<file path="config.mk">
export PLATFORM = sky130hd
export DESIGN_NAME = pool_window_gen
export DESIGN_NICKNAME = d
export VERILOG_FILES = /design/src/rtl/pool_window_gen.sv
export SDC_FILE = /design/constraint.sdc
export NUM_CORES = 1
export LEC_CHECK = 0
export ABC_AREA = 0
export CAP_MARGIN = 20
export CELL_PAD_IN_SITES_DETAIL_PLACEMENT = 0
export CELL_PAD_IN_SITES_GLOBAL_PLACEMENT = 2
export CORE_MARGIN = 10
export CORE_UTILIZATION = 45
export CTS_BUF_LIST = sky130_fd_sc_hd__clkbuf_4
export CTS_CLUSTER_SIZE = 30
export DETAILED_ROUTE_END_ITERATION = 10
export GPL_ROUTABILITY_DRIVEN = 0
export PLACE_DENSITY = 0.81
export SLEW_MARGIN = 15
export SYNTH_ARGS = -nofsm -noshare
export SYNTH_HDL_FRONTEND = slang
export SYNTH_SLANG_ARGS = --single-unit
</file>
<file path="constraint.sdc">
create_clock -name clk -period 3.1 [get_ports clk]
set_input_delay 0.465 -clock clk [delete_from_list [all_inputs] [get_ports clk]]
set_output_delay 0.465 -clock clk [all_outputs]
set_load 0.02 [all_outputs]
</file>
<file path="src/rtl/pool_window_gen.sv">
// Sliding K x K pooling window generator over a raster pixel stream.
// Line buffers hold the previous K-1 lines; a per-row shift register forms the window columns.
module pool_window_gen #(
  parameter int unsigned DATA_WIDTH = 8,
  parameter int unsigned WIN_SIZE   = 3,
  parameter int unsigned STRIDE     = 2,
  parameter int unsigned IMG_WIDTH  = 16,
  parameter int unsigned IMG_HEIGHT = 16
) (
  input  logic                                                  clk,
  input  logic                                                  reset,
  input  logic                                                  din_vld,
  input  logic signed [DATA_WIDTH-1:0]                          din,
  output logic                                                  dout_vld,
  output logic signed [WIN_SIZE-1:0][WIN_SIZE-1:0][DATA_WIDTH-1:0] dout,
  output logic                                                  frame_done
);

  localparam int unsigned COL_W = (IMG_WIDTH  > 1) ? $clog2(IMG_WIDTH)  : 1;
  localparam int unsigned ROW_W = (IMG_HEIGHT > 1) ? $clog2(IMG_HEIGHT) : 1;
  localparam int unsigned LB_N  = WIN_SIZE - 1;

  logic [COL_W-1:0] col;
  logic [ROW_W-1:0] row;

  // line_buf[0] holds the line just above the current one, line_buf[LB_N-1] the oldest
  logic [DATA_WIDTH-1:0] line_buf [LB_N][IMG_WIDTH];

  logic [WIN_SIZE-1:0][WIN_SIZE-1:0][DATA_WIDTH-1:0] win_q;
  logic [WIN_SIZE-1:0][WIN_SIZE-1:0][DATA_WIDTH-1:0] win_nxt;
  logic [WIN_SIZE-1:0][DATA_WIDTH-1:0]               col_pix;

  logic last_col;
  logic last_row;
  logic is_anchor;

  // Column of K vertically aligned pixels, then shift it into the window
  always_comb begin
    col_pix = '0;
    win_nxt = '0;
    col_pix[WIN_SIZE-1] = din;
    for (int i = 0; i < int'(LB_N); i++) begin
      col_pix[WIN_SIZE-2-i] = line_buf[i][col];
    end
    for (int r = 0; r < int'(WIN_SIZE); r++) begin
      for (int c = 0; c < int'(WIN_SIZE) - 1; c++) begin
        win_nxt[r][c] = win_q[r][c+1];
      end
      win_nxt[r][WIN_SIZE-1] = col_pix[r];
    end
  end

  // Anchors only exist once K full lines/columns of this frame are present,
  // so stale buffer contents can never reach an emitted window
  always_comb begin
    last_col  = (col == COL_W'(IMG_WIDTH - 1));
    last_row  = (row == ROW_W'(IMG_HEIGHT - 1));
    is_anchor = (32'(row) >= 32'(WIN_SIZE - 1)) &&
                (32'(col) >= 32'(WIN_SIZE - 1)) &&
                (((32'(row) - 32'(WIN_SIZE - 1)) % 32'(STRIDE)) == 32'd0) &&
                (((32'(col) - 32'(WIN_SIZE - 1)) % 32'(STRIDE)) == 32'd0);
  end

  always_ff @(posedge clk or posedge reset) begin
    if (reset) begin
      col        <= '0;
      row        <= '0;
      dout_vld   <= 1'b0;
      frame_done <= 1'b0;
      dout       <= '0;
    end else begin
      dout_vld   <= din_vld && is_anchor;
      frame_done <= din_vld && last_col && last_row;
      if (din_vld && is_anchor) begin
        dout <= win_nxt;
      end
      if (din_vld) begin
        if (last_col) begin
          col <= '0;
          row <= last_row ? '0 : row + ROW_W'(1);
        end else begin
          col <= col + COL_W'(1);
        end
      end
    end
  end

  // Data storage carries no reset; validity is governed by the counters alone
  always_ff @(posedge clk) begin
    if (din_vld) begin
      win_q <= win_nxt;
      line_buf[0][col] <= din;
      for (int i = 1; i < int'(LB_N); i++) begin
        line_buf[i][col] <= line_buf[i-1][col];
      end
    end
  end

endmodule
</file>
# Yosys cells after proc, flatten, opt, wreduce, memory -nomap -nowiden
# Memory sizes are Yosys's and may differ from the RTL's.
# Index checks and enable logic that the tools add are counted.
# W data, S select, Z words.
# totals
regBits,130
mem_bits_rw,256
out_inout_bits,74
elab_cells,53
n_memories,1
# op_classes
add_sub_neg,4
magnitude_cmp,4
n_eq_ne,2
muxes,12
n_bitwise,1
n_reduce_logical,10
# memory_table
name,depth,word_bits,read_ports,rd_clocked_by_memory_dff,write_ports,line,source
line_buf,2,128,2,0,2,27,logic [DATA_WIDTH-1:0] line_buf [LB_N][IMG_WIDTH];
# op_table
op,count
$mux W128,1
$bmux W8 S4,2
$logic_not A32 Y1,2
$mux W8,5
$demux W8 S4,1
$add A4 B1 Y4 const B,2
$eq A4 B4 Y1 const B,2
$ge A4 B2 Y1 const B,2
$mux W4,2
$logic_and A1 B1 Y1,7
$ge A5 B5 Y1 const B,1
$lt A5 B1 Y1 const B,1
$not A4 Y5,1
$reduce_and A2 Y1,1
$sub A1 B1 Y1 const B,2
$mux W1,1

# Logic depth before layout (Yosys ltp)
# Gate-level depths: netlist (run 1).
# depth
ltp_word,6
mapped_depth,8
ltp_nobuf,5

# Worst setup path after synthesis (run 1)
# No wires, ideal clock.
# synth_path
kind,register to register
startpoint,reg col[1]
endpoint,"mem line_buf[0][144] in the netlist's numbering, enable pin"
setup_time_ns,0.374
t_arrival_ns,1.774
required_time_ns,2.726
setup_slack_ns,0.952
path_stages_with_launch,7
path_buffers,3
path_cell_list,dfrtp_1 buf_6 buf_4 inv_4 buf_2 ha_1 and2_1
# synth_rtl
item,line,source
"start, declared",23,logic [COL_W-1:0] col;
"start signal, assigned",82,col <= col + COL_W'(1);
"end, declared",27,

==> results of run 1 <==
[cell usage after synthesis (all sizes together), types with 2 or more instances]
library cell and n:
a21oi 3, a22oi 16, and2 16, and3b 2, buf 24, clkbuf 9, dfrtp 82, edfxtp 304
ha 6, inv 22, mux2 56, mux2i 32, mux4 64, nand2 8, nand2b 2, nand3 2
nand4 2, nor4 3, o21ai 21, xnor2 2
[kinds of logic after synthesis]
kind of cell,synth area share (%)
DFF,76.0
muxes,17.8
buffers and inverters,2.28
AOI/OAI and AO/OA,1.68
and+or+nand+nor,1.62
adders and majority gates,0.510
xor gates and xnor gates,0.119
[cell type report]
type | instances | area [um^2]
well taps | 442 | 553
clock inverters | 26 | 175
flip-flops and latches | 386 | 11200
clock buffers | 156 | 1170
fillers | 2558 | 14700
repair buffers | 130 | 1290
multi-input cells | 240 | 3210
diodes | 1 | 2.50
inverters | 22 | 86.3
[per-layer routing]
| metal | part of all wire [%] | vias to the layer above | track usage [%] |
|---|---|---|---|
| li1 | - | 3192 | - |
| met1 | 38 | 3760 | 18.6 |
| met2 | 52 | 252 | 27.4 |
| met3 | 6.4 | 58 | 3.79 |
| met4 | 2.7 | 0 | 7.01 |
| met5 | 0 | - | 0 |
[how the worst max path moves through the flow]
stage,slack [ns],start,endpoint,depth (start not counted)
floorplan,0.53,reset,col[0],1
CTS,0.45,col[1],line_buf[0][219],5
finish,0.51,col[1],line_buf[0][219],5
global route,0.30,col[2],row[3],4
global placement,0.49,col[2],line_buf[0][235],4
detailed placement,0.49,col[2],line_buf[0][187],4
[tightest hold or removal path: stages]
cell and delay (ns):
buf_2 0.18, nand2b_1 0.13, a21oi_1 0.06
[through the flow]
stage          setup WS (ns)  total power, mW  std cells
2_1_floorplan          0.527             10.1        681
3_3_place_gp           0.486             11.7       1220
3_5_place_dp           0.486             11.8       1220
4_1_cts                0.450             16.3       1402
5_1_grt                0.304             16.9       1403
6_report               0.510             16.1       1403
[layout by cell type, fill, tap and decap left out, types with 2 or more instances in the layout]
cell and n:
mux2_1 3, xnor2_1 2, nand2_1 8, clkinv_1 18, clkbuf_4 156, and2_1 16, dfrtp_2 3, buf_12 9
dfrtp_1 79, buf_4 37, clkdlybuf4s50_1 83, clkinv_4 3, mux2i_1 32, inv_1 19, nand2b_1 2, and3b_1 2
a21oi_1 3, bufinv_16 2, o21ai_1 20, nand3_1 2, nand4_1 2, inv_2 2, mux2_4 53, inv_6 2
mux4_2 55, ha_1 6, mux4_1 9, a22oi_1 16, edfxtp_1 304
[flip-flops by register name (all words and copies together) (netlist names)]
register    flops
win_nxt        48
col             4
line_buf      256
dout_vld        1
dout           72
row             4
frame_done      1
[power by group through the flow]
stage / sequential, mW / combinational (mW) / clock (mW)
after floorplan: 7.50 / 2.64 / 0
after global placement: 7.52 / 4.13 / 0
after detailed placement: 7.58 / 4.24 / 0
after CTS: 7.47 / 4.25 / 4.59
after global routing: 7.55 / 4.49 / 4.89
final: 7.44 / 4.17 / 4.45
==> impl_metrics.toml, run 1 <==
[status]
status = "complete, no violations"

[drt]
dr.pass1.iters = 5
wl_per_cell_um = 22.6
routed_wl_um = 31800
vias = 7262
ant_nets = 0
detailedRoute.firstIterationViolations = 487
remaining_drc_errors = 0
via_per_inst = 5.18

[timing]
slew_headroom_pct = 32.9
slew_viol_final = 0
fmax_ghz = 0.386
setup-violations-final = 0
tightest_slew_ns = 1.01
rsz0062_at_grt = "no"
finalSetupTns_ns = 0
clock_skew_ns = 0.0575
hold_slack_ns = 0.163
hold_viol_final = 0
fin_crit_sh_pct = 83.5
period_minus_slack_ns = 2.59

[power_and_ir_drop]
leakage_nw = 6.49
ir_worst_vdd_v = 0.000337
p_int_mw = 11.4
pwr-share-clk_pct = 27.7
power.switching_mw = 4.70
p_sw_share_pct = 29.3
power_frac_comb_pct = 26.0
power.density_mw_per_mm2 = 909
p_seq_share_pct = 46.3

[critical_path]
cp.required_ns = 3.52
reg2reg_from = "col[1]"
cp_cell_sequence = "buf_4, mux4_2, a22oi_1, o21ai_1, buf_4"
slowest_stage = "dfrtp_2"
worst_path_most_repeated_cell = "buf_4"
critPathArrivalTime_ns = 3.01
path_max_fanout = 20
start_kind = "flop"
critPathCaptureType = "flop"
r2r_slack_ns = 0.51
r2r_cells = 5
path_delay_family = "flip-flops"
path_buf_inv = 2
cp_slowest_stage_delay_ns = 0.76
r2r-end = "line_buf[0][219]"
criticalPathCategory = "flop to flop"

[die]
core_area_mm2 = 0.0324
io_pins = 85
die_h_um = 201
die_area_mm2 = 0.0403
start_util_pct = 45.5
rows = 66
die_w_um = 201

[clock_network]
clkTransAtPathRegs_ns = 0.06
cts_tree = "yes"
cts_buffers = 96
cts_sinks = 386
worstSkewPairLatency_ns = 0.74
clockBufferDepth = 3
post_cts_resized = 0
postCtsHoldBufs = 0
htree_levels = 3
cts_root_buffer = "clkbuf_4"
cts_setup_buffers = 0

[synth]
ys_seq_area_share_pct = 76.0
ys_warn_count = 0
syn_area_mm2 = 0.0147
netlist.area_leader.share_pct = 62.0
ys_ff_latch = 386
syn_area_per_cell_um2 = 21.6
synth-main-ff-cell = "edfxtp_1"
async_reset_ff_share_pct = 21.2
yosysUniqueCellTypes = 34
synth_area_leader_cell = "edfxtp_1"
synth_area_leaders = "edfxtp_1 62%, dfrtp_1 14%, mux4_2 8.4%, mux2_4 5.4%, mux2i_1 2.2%"
postSynthCellCount = 681
synthesis.nets = 698
synth_edf_count = 304

[placed_design]
dpl_cell_area_mm2 = 0.0163
post-dp-hpwl_um = 19800
io_buffers = 84

[min_path]
hold_depth = 3
hp-class = "input pin to flop"
hold_end = "col[0]"
min_from = "din_vld"

[finish]
fin_nets = 893
drive_gt1_share_pct = 34.2
postLayoutCellArea_mm2 = 0.0177
synthToLayoutAreaGrowth_pct = 20.1
fin_util_pct = 54.6

[global_routing]
grt_start_max_net_pins = 83
antenna_found_initial = 1
grt_pass1_wl_um = 48600
grt_pass1_vias = 7879
grt_overflow = 0
grt_usage_pct = 15.9

[run]
maxCapViolations = 0
Power figures use the tool's default switching activity.
==> inputs of run 2 (changes only) <==
- CORE_UTILIZATION: 45 -> 44
- PLACE_DENSITY: 0.81 -> 0.83
- clock period: 3.1 -> 2.08 ns (I/O delays scaled with it)
==> run 2 against run 1 <==
  * Utilization is 2.1 points higher
  * First-iteration DRC count is 5.3% higher
  * Hold slack better by 0.23 ns
  * Wire length is 2.0% lower
  * Power is 55% higher
  * Die area is 2.0% higher
  * Clock power is 35% higher
  * Critical path type unchanged
  * Largest power group unchanged
==> impl_metrics.toml, run 2 (same netlist as run 1, synthesis figures left out) <==
[die]
core_area_mm2 = 0.0328
die_area_mm2 = 0.0412
die_w_um = 203
start_util_pct = 44.9
rows = 66
io_pins = 85
die_h_um = 203

[status]
status = "complete, no violations"

[drt]
wl_per_cell_um = 21.2
ant_nets = 0
detailedRoute.firstIterationViolations = 513
via_per_inst = 5.11
remaining_drc_errors = 0
routed_wl_um = 31100
vias = 7496
dr.pass1.iters = 5

[placed_design]
post-dp-hpwl_um = 19300
io_buffers = 84
preCtsSetupSlack_ns = -0.111

[power_and_ir_drop]
p_seq_share_pct = 43.3
p_int_mw = 17.6
p_total_mw = 25.0
pwr-share-clk_pct = 24.1
leakage_nw = 7.23
p_sw_share_pct = 29.6
power.density_mw_per_mm2 = 1340
ir_worst_vdd_v = 0.000580
power_frac_comb_pct = 32.6
power.switching_mw = 7.39

[min_path]
hp-class = "input pin to flop"

[finish]
largest_reg_flops = 256
register_area_mm2 = 0.0112
multi_input_area_mm2 = 0.00331
fin_util_pct = 56.7
fillers = 2489
fin_nets = 963
final_common_cell = "edfxtp_1"
top_register = "line_buf"
synthToLayoutAreaGrowth_pct = 26.3
layout_common_cells = "304 x edfxtp_1, 132 x clkbuf_4, 78 x dfrtp_1"
drive_gt1_share_pct = 39.1

[critical_path]
cp_slowest_stage_delay_ns = 0.55
critPathArrivalTime_ns = 2.48
criticalPathCategory = "flop to flop"
path_delay_family = "multiplexers"
slowest_stage = "mux4_2"
start_kind = "flop"
cp.required_ns = 2.51
path_max_fanout = 17
cp_cell_sequence = "buf_12, mux4_2, a22oi_1, o21ai_2, buf_6"
critPathCaptureType = "flop"
path_buf_inv = 2

[timing]
period_minus_slack_ns = 2.05
tightest_slew_ns = 0.680
fmax_ghz = 0.487
clock_skew_ns = 0.0356
fin_ws_ns = 0.0265
fin_crit_sh_pct = 98.7
finalSetupTns_ns = 0
slew_headroom_pct = 54.5
hold_slack_ns = 0.392
slew_viol_final = 0
hold_viol_final = 0
setup-violations-final = 0
rsz0062_at_grt = "yes"

[clock_network]
worstSkewPairLatency_ns = 0.72
clockBufferDepth = 3
htree_levels = 3
cts_buffers = 94
cts_root_buffer = "clkbuf_4"
cts_sinks = 386
clkTransAtPathRegs_ns = 0.07
cts_tree = "yes"

[global_routing]
grt_pass1_wl_um = 47300
grt_pass1_vias = 8133
grt_overflow = 0
grt_start_max_net_pins = 38
grt_usage_pct = 14.9
antenna_found_initial = 1

[run]
maxCapViolations = 0
## run 2: what timing repair did
| action | CTS | global route |
|---|---|---|
| hold buffers | 2 | 0 |
| endpoints found under the hold margin | 17 | 0 |
| resized for setup | 15 | 49 |
| buffers inserted | 2 | 23 |
| cloned | 0 | 4 |
| setup endpoints to repair | 96 | 187 |
| pin swaps | 0 | 3 |
## run 2: area by class of cell
cell class / instances / area share [%]
well taps: 442 / 2.98
multi-input cells: 240 / 17.8
clock inverters: 43 / 1.16
diodes: 1 / 0.0135
inverters: 22 / 0.478
repair buffers: 202 / 12.1
clock buffers: 132 / 5.33
flip-flops and latches: 386 / 60.2
## run 2: power groups by stage
stage                     combinational [mW]  clock, mW  sequential [mW]
after floorplan                         3.94          0             11.2
after global placement                  7.43          0             10.9
after detailed placement                7.60          0             11.0
after CTS                               7.72       6.21             10.8
after global routing                    8.70       6.66             10.9
final                                   8.13       6.02             10.8
## run 2: worst paths after layout
kind                             from          endpoint  slack [ns]  cells past startpoint
setup / recovery               col[1]  line_buf[0][202]        0.03                      5
hold / removal                 din[1]   line_buf[0][73]        0.39                      2
setup reg to reg               col[1]  line_buf[0][202]        0.03                      5
hold reg to reg            win_nxt[5]           dout[5]        0.45                      1
max in group asynchronous       reset            col[2]        0.93                      4
min in group asynchronous       reset          dout[39]        0.54                      3
## run 2: stage by stage
step / std cells / cell area, um^2
after floorplan: 681 / 14700
after global placement: 1261 / 16900
after detailed placement: 1261 / 16900
after CTS: 1440 / 18100
after global routing: 1468 / 18600
final: 1468 / 18600
## run 2: worst reg2reg max path: stages, from the launching register on
cell	delay (ns)
dfrtp_2	0.45
buf_12	0.19
mux4_2	0.56
a22oi_1	0.29
o21ai_2	0.12
buf_6	0.17
## run 2: layer usage
metal | global-route usage, % | up-vias | wire (um)
met1 | 17.8 | 3869 | 12500
met4 | 6.02 | 0 | 676
met5 | 0 | - | 0
met2 | 25.7 | 230 | 16100
met3 | 3.47 | 57 | 1840
li1 | - | 3340 | -
==> inputs of run 3 (changes only) <==
- CORE_UTILIZATION: 44 -> 42
- CTS_BUF_LIST: sky130_fd_sc_hd__clkbuf_4 -> unset
- PLACE_DENSITY: 0.83 -> 0.8
==> run 3 against run 2 <==
  * Utilization is 3.1 points lower
  * Wire length is 6.0% lower
  * Via count is 5.4% lower
  * Final cell count is 6.1% lower
  * Power is 4.0% higher
  * Die area is 4.3% higher
  * Register-to-register slack better by 0.03 ns
  * Sequential share of layout area is 0.20 points higher
==> impl_metrics.toml, run 3 (same netlist as run 1, synthesis figures left out) <==
[critical_path]
cp.required_ns = 2.48
critPathCaptureType = "flop"
start_kind = "flop"
slowest_stage = "nor4_2"
cp_slowest_stage_delay_ns = 0.49
path_buf_inv = 3
path_delay_family = "simple AND/OR/NAND/NOR gates"
critPathArrivalTime_ns = 2.43
cp_cell_sequence = "buf_12, nor4_2, nor4_4, buf_12, buf_4, mux2_4"
worst_path_most_repeated_cell = "buf_12"
path_max_fanout = 20
criticalPathCategory = "flop to flop"

[power_and_ir_drop]
p_total_mw = 25.9
power.density_mw_per_mm2 = 1400
leakage_nw = 6.79
ir_worst_vdd_v = 0.000786

[timing]
hold_viol_final = 0
slew_headroom_pct = 50.5
clock_skew_ns = 0.0118
tightest_slew_ns = 0.742
period_minus_slack_ns = 2.02
fmax_ghz = 0.494
slew_viol_final = 0
rsz0062_at_grt = "no"
fin_crit_sh_pct = 97.3
setup-violations-final = 0

[global_routing]
grt_usage_pct = 13.4
grt_start_max_net_pins = 52
grt_pass1_vias = 7368
grt_overflow = 0
grt_pass1_wl_um = 45600
antenna_found_initial = 0

[drt]
via_per_inst = 5.14
routed_wl_um = 29300
wl_per_cell_um = 21.2
remaining_drc_errors = 0
detailedRoute.firstIterationViolations = 508
dr.pass1.iters = 5
ant_nets = 0
vias = 7091

[finish]
top_register = "line_buf"
drive_gt1_share_pct = 33.3
fin_nets = 910
fillers = 2718
largest_reg_flops = 256
n_antenna_cell = 0
final_common_cell = "edfxtp_1"
synthToLayoutAreaGrowth_pct = 25.8
layout_common_cells = "304 x edfxtp_1, 89 x buf_4, 83 x clkdlybuf4s50_1"
postLayoutCellArea_mm2 = 0.0185

[run]
maxCapViolations = 0

[clock_network]
cts_tree = "yes"
cts_root_buffer = "clkbuf_16"
postCtsHoldBufs = 0
cts_buffers = 40
clockBufferDepth = 3
worstSkewPairLatency_ns = 0.52
cts_sinks = 386
clkTransAtPathRegs_ns = 0.06
htree_levels = 2

[min_path]
hp-class = "input pin to asynchronous set/reset pin"

[die]
die_area_mm2 = 0.0429
die_h_um = 207
start_util_pct = 42.6
rows = 68
core_area_mm2 = 0.0345
io_pins = 85
die_w_um = 207

[placed_design]
io_buffers = 84
dpl_cell_area_mm2 = 0.0171
post-dp-hpwl_um = 19500

[status]
status = "complete, no violations"
run 3: worst register-to-register path, stage by stage (launching register included):
cell and delay [ns]:
dfrtp_2 0.45, buf_12 0.18, nor4_2 0.49, nor4_4 0.11, buf_12 0.18, buf_4 0.21
mux2_4 0.29
run 3: area by class of cell:
cell class,instances,area [um^2],area share [%]
Sequential cell,386,11200,60.4
Clock inverter,20,249,1.34
Multi-Input combinational cell,240,3230,17.4
Timing Repair Buffer,203,2100,11.4
Clock buffer,53,1100,5.94
Tap cell,455,569,3.07
Inverter,22,88.8,0.480
run 3: path summary, 6_finish.rpt:
| check | start | end | slack (ns) | cells after the start |
|---|---|---|---|---|
| max | col[1] | dout[13] | 0.06 | 6 |
| min | reset | dout[28] | 0.13 | 2 |
| max reg2reg | col[1] | dout[13] | 0.06 | 6 |
| min reg2reg | win_nxt[11] | win_nxt[3] | 0.45 | 0 |
| max in group asynchronous | reset | col[2] | 1.41 | 3 |
| min in group clk | din_vld | col[1] | 0.13 | 3 |
run 3: repair_timing:
action                                  4_1_cts  5_1_grt
endpoints found under the setup margin       17      140
gates resized for setup                       1        1
setup buffers                                 0        4
run 3: metrics by stage:
stage / util [%] / hold WS [ns] / setup WS, ns / instances / setup TNS (ns)
finish: 53.6 / 0.126 / 0.0567 / 1379 / 0
global route: 53.6 / 0.142 / 0.0000644 / 1379 / 0
CTS: 53.5 / 0.0935 / 0.0135 / 1375 / 0
detailed placement: 49.6 / 0.435 / -0.0617 / 1302 / -1.04
global placement: 49.6 / 0.430 / -0.110 / 1302 / -1.85
floorplan: - / 0.411 / -0.0679 / 681 / -2.17
run 3: power by group:
part | switching [mW] | leakage (nW) | internal (mW) | total [mW]
registers | 0.522 | 3.82 | 10.2 | 10.8
logic | 3.87 | 2.30 | 4.07 | 7.94
clock network | 2.87 | 0.667 | 4.38 | 7.25
total | 7.27 | 6.79 | 18.7 | 25.9
run 3: per-layer routing:
metal | vias up | global-route usage [%] | wire, um
li1 | 3153 | - | -
met2 | 175 | 21.9 | 14600
met4 | 0 | 3.34 | 400
met3 | 34 | 2.63 | 1380
met5 | - | 0 | 0
met1 | 3729 | 18.1 | 12900
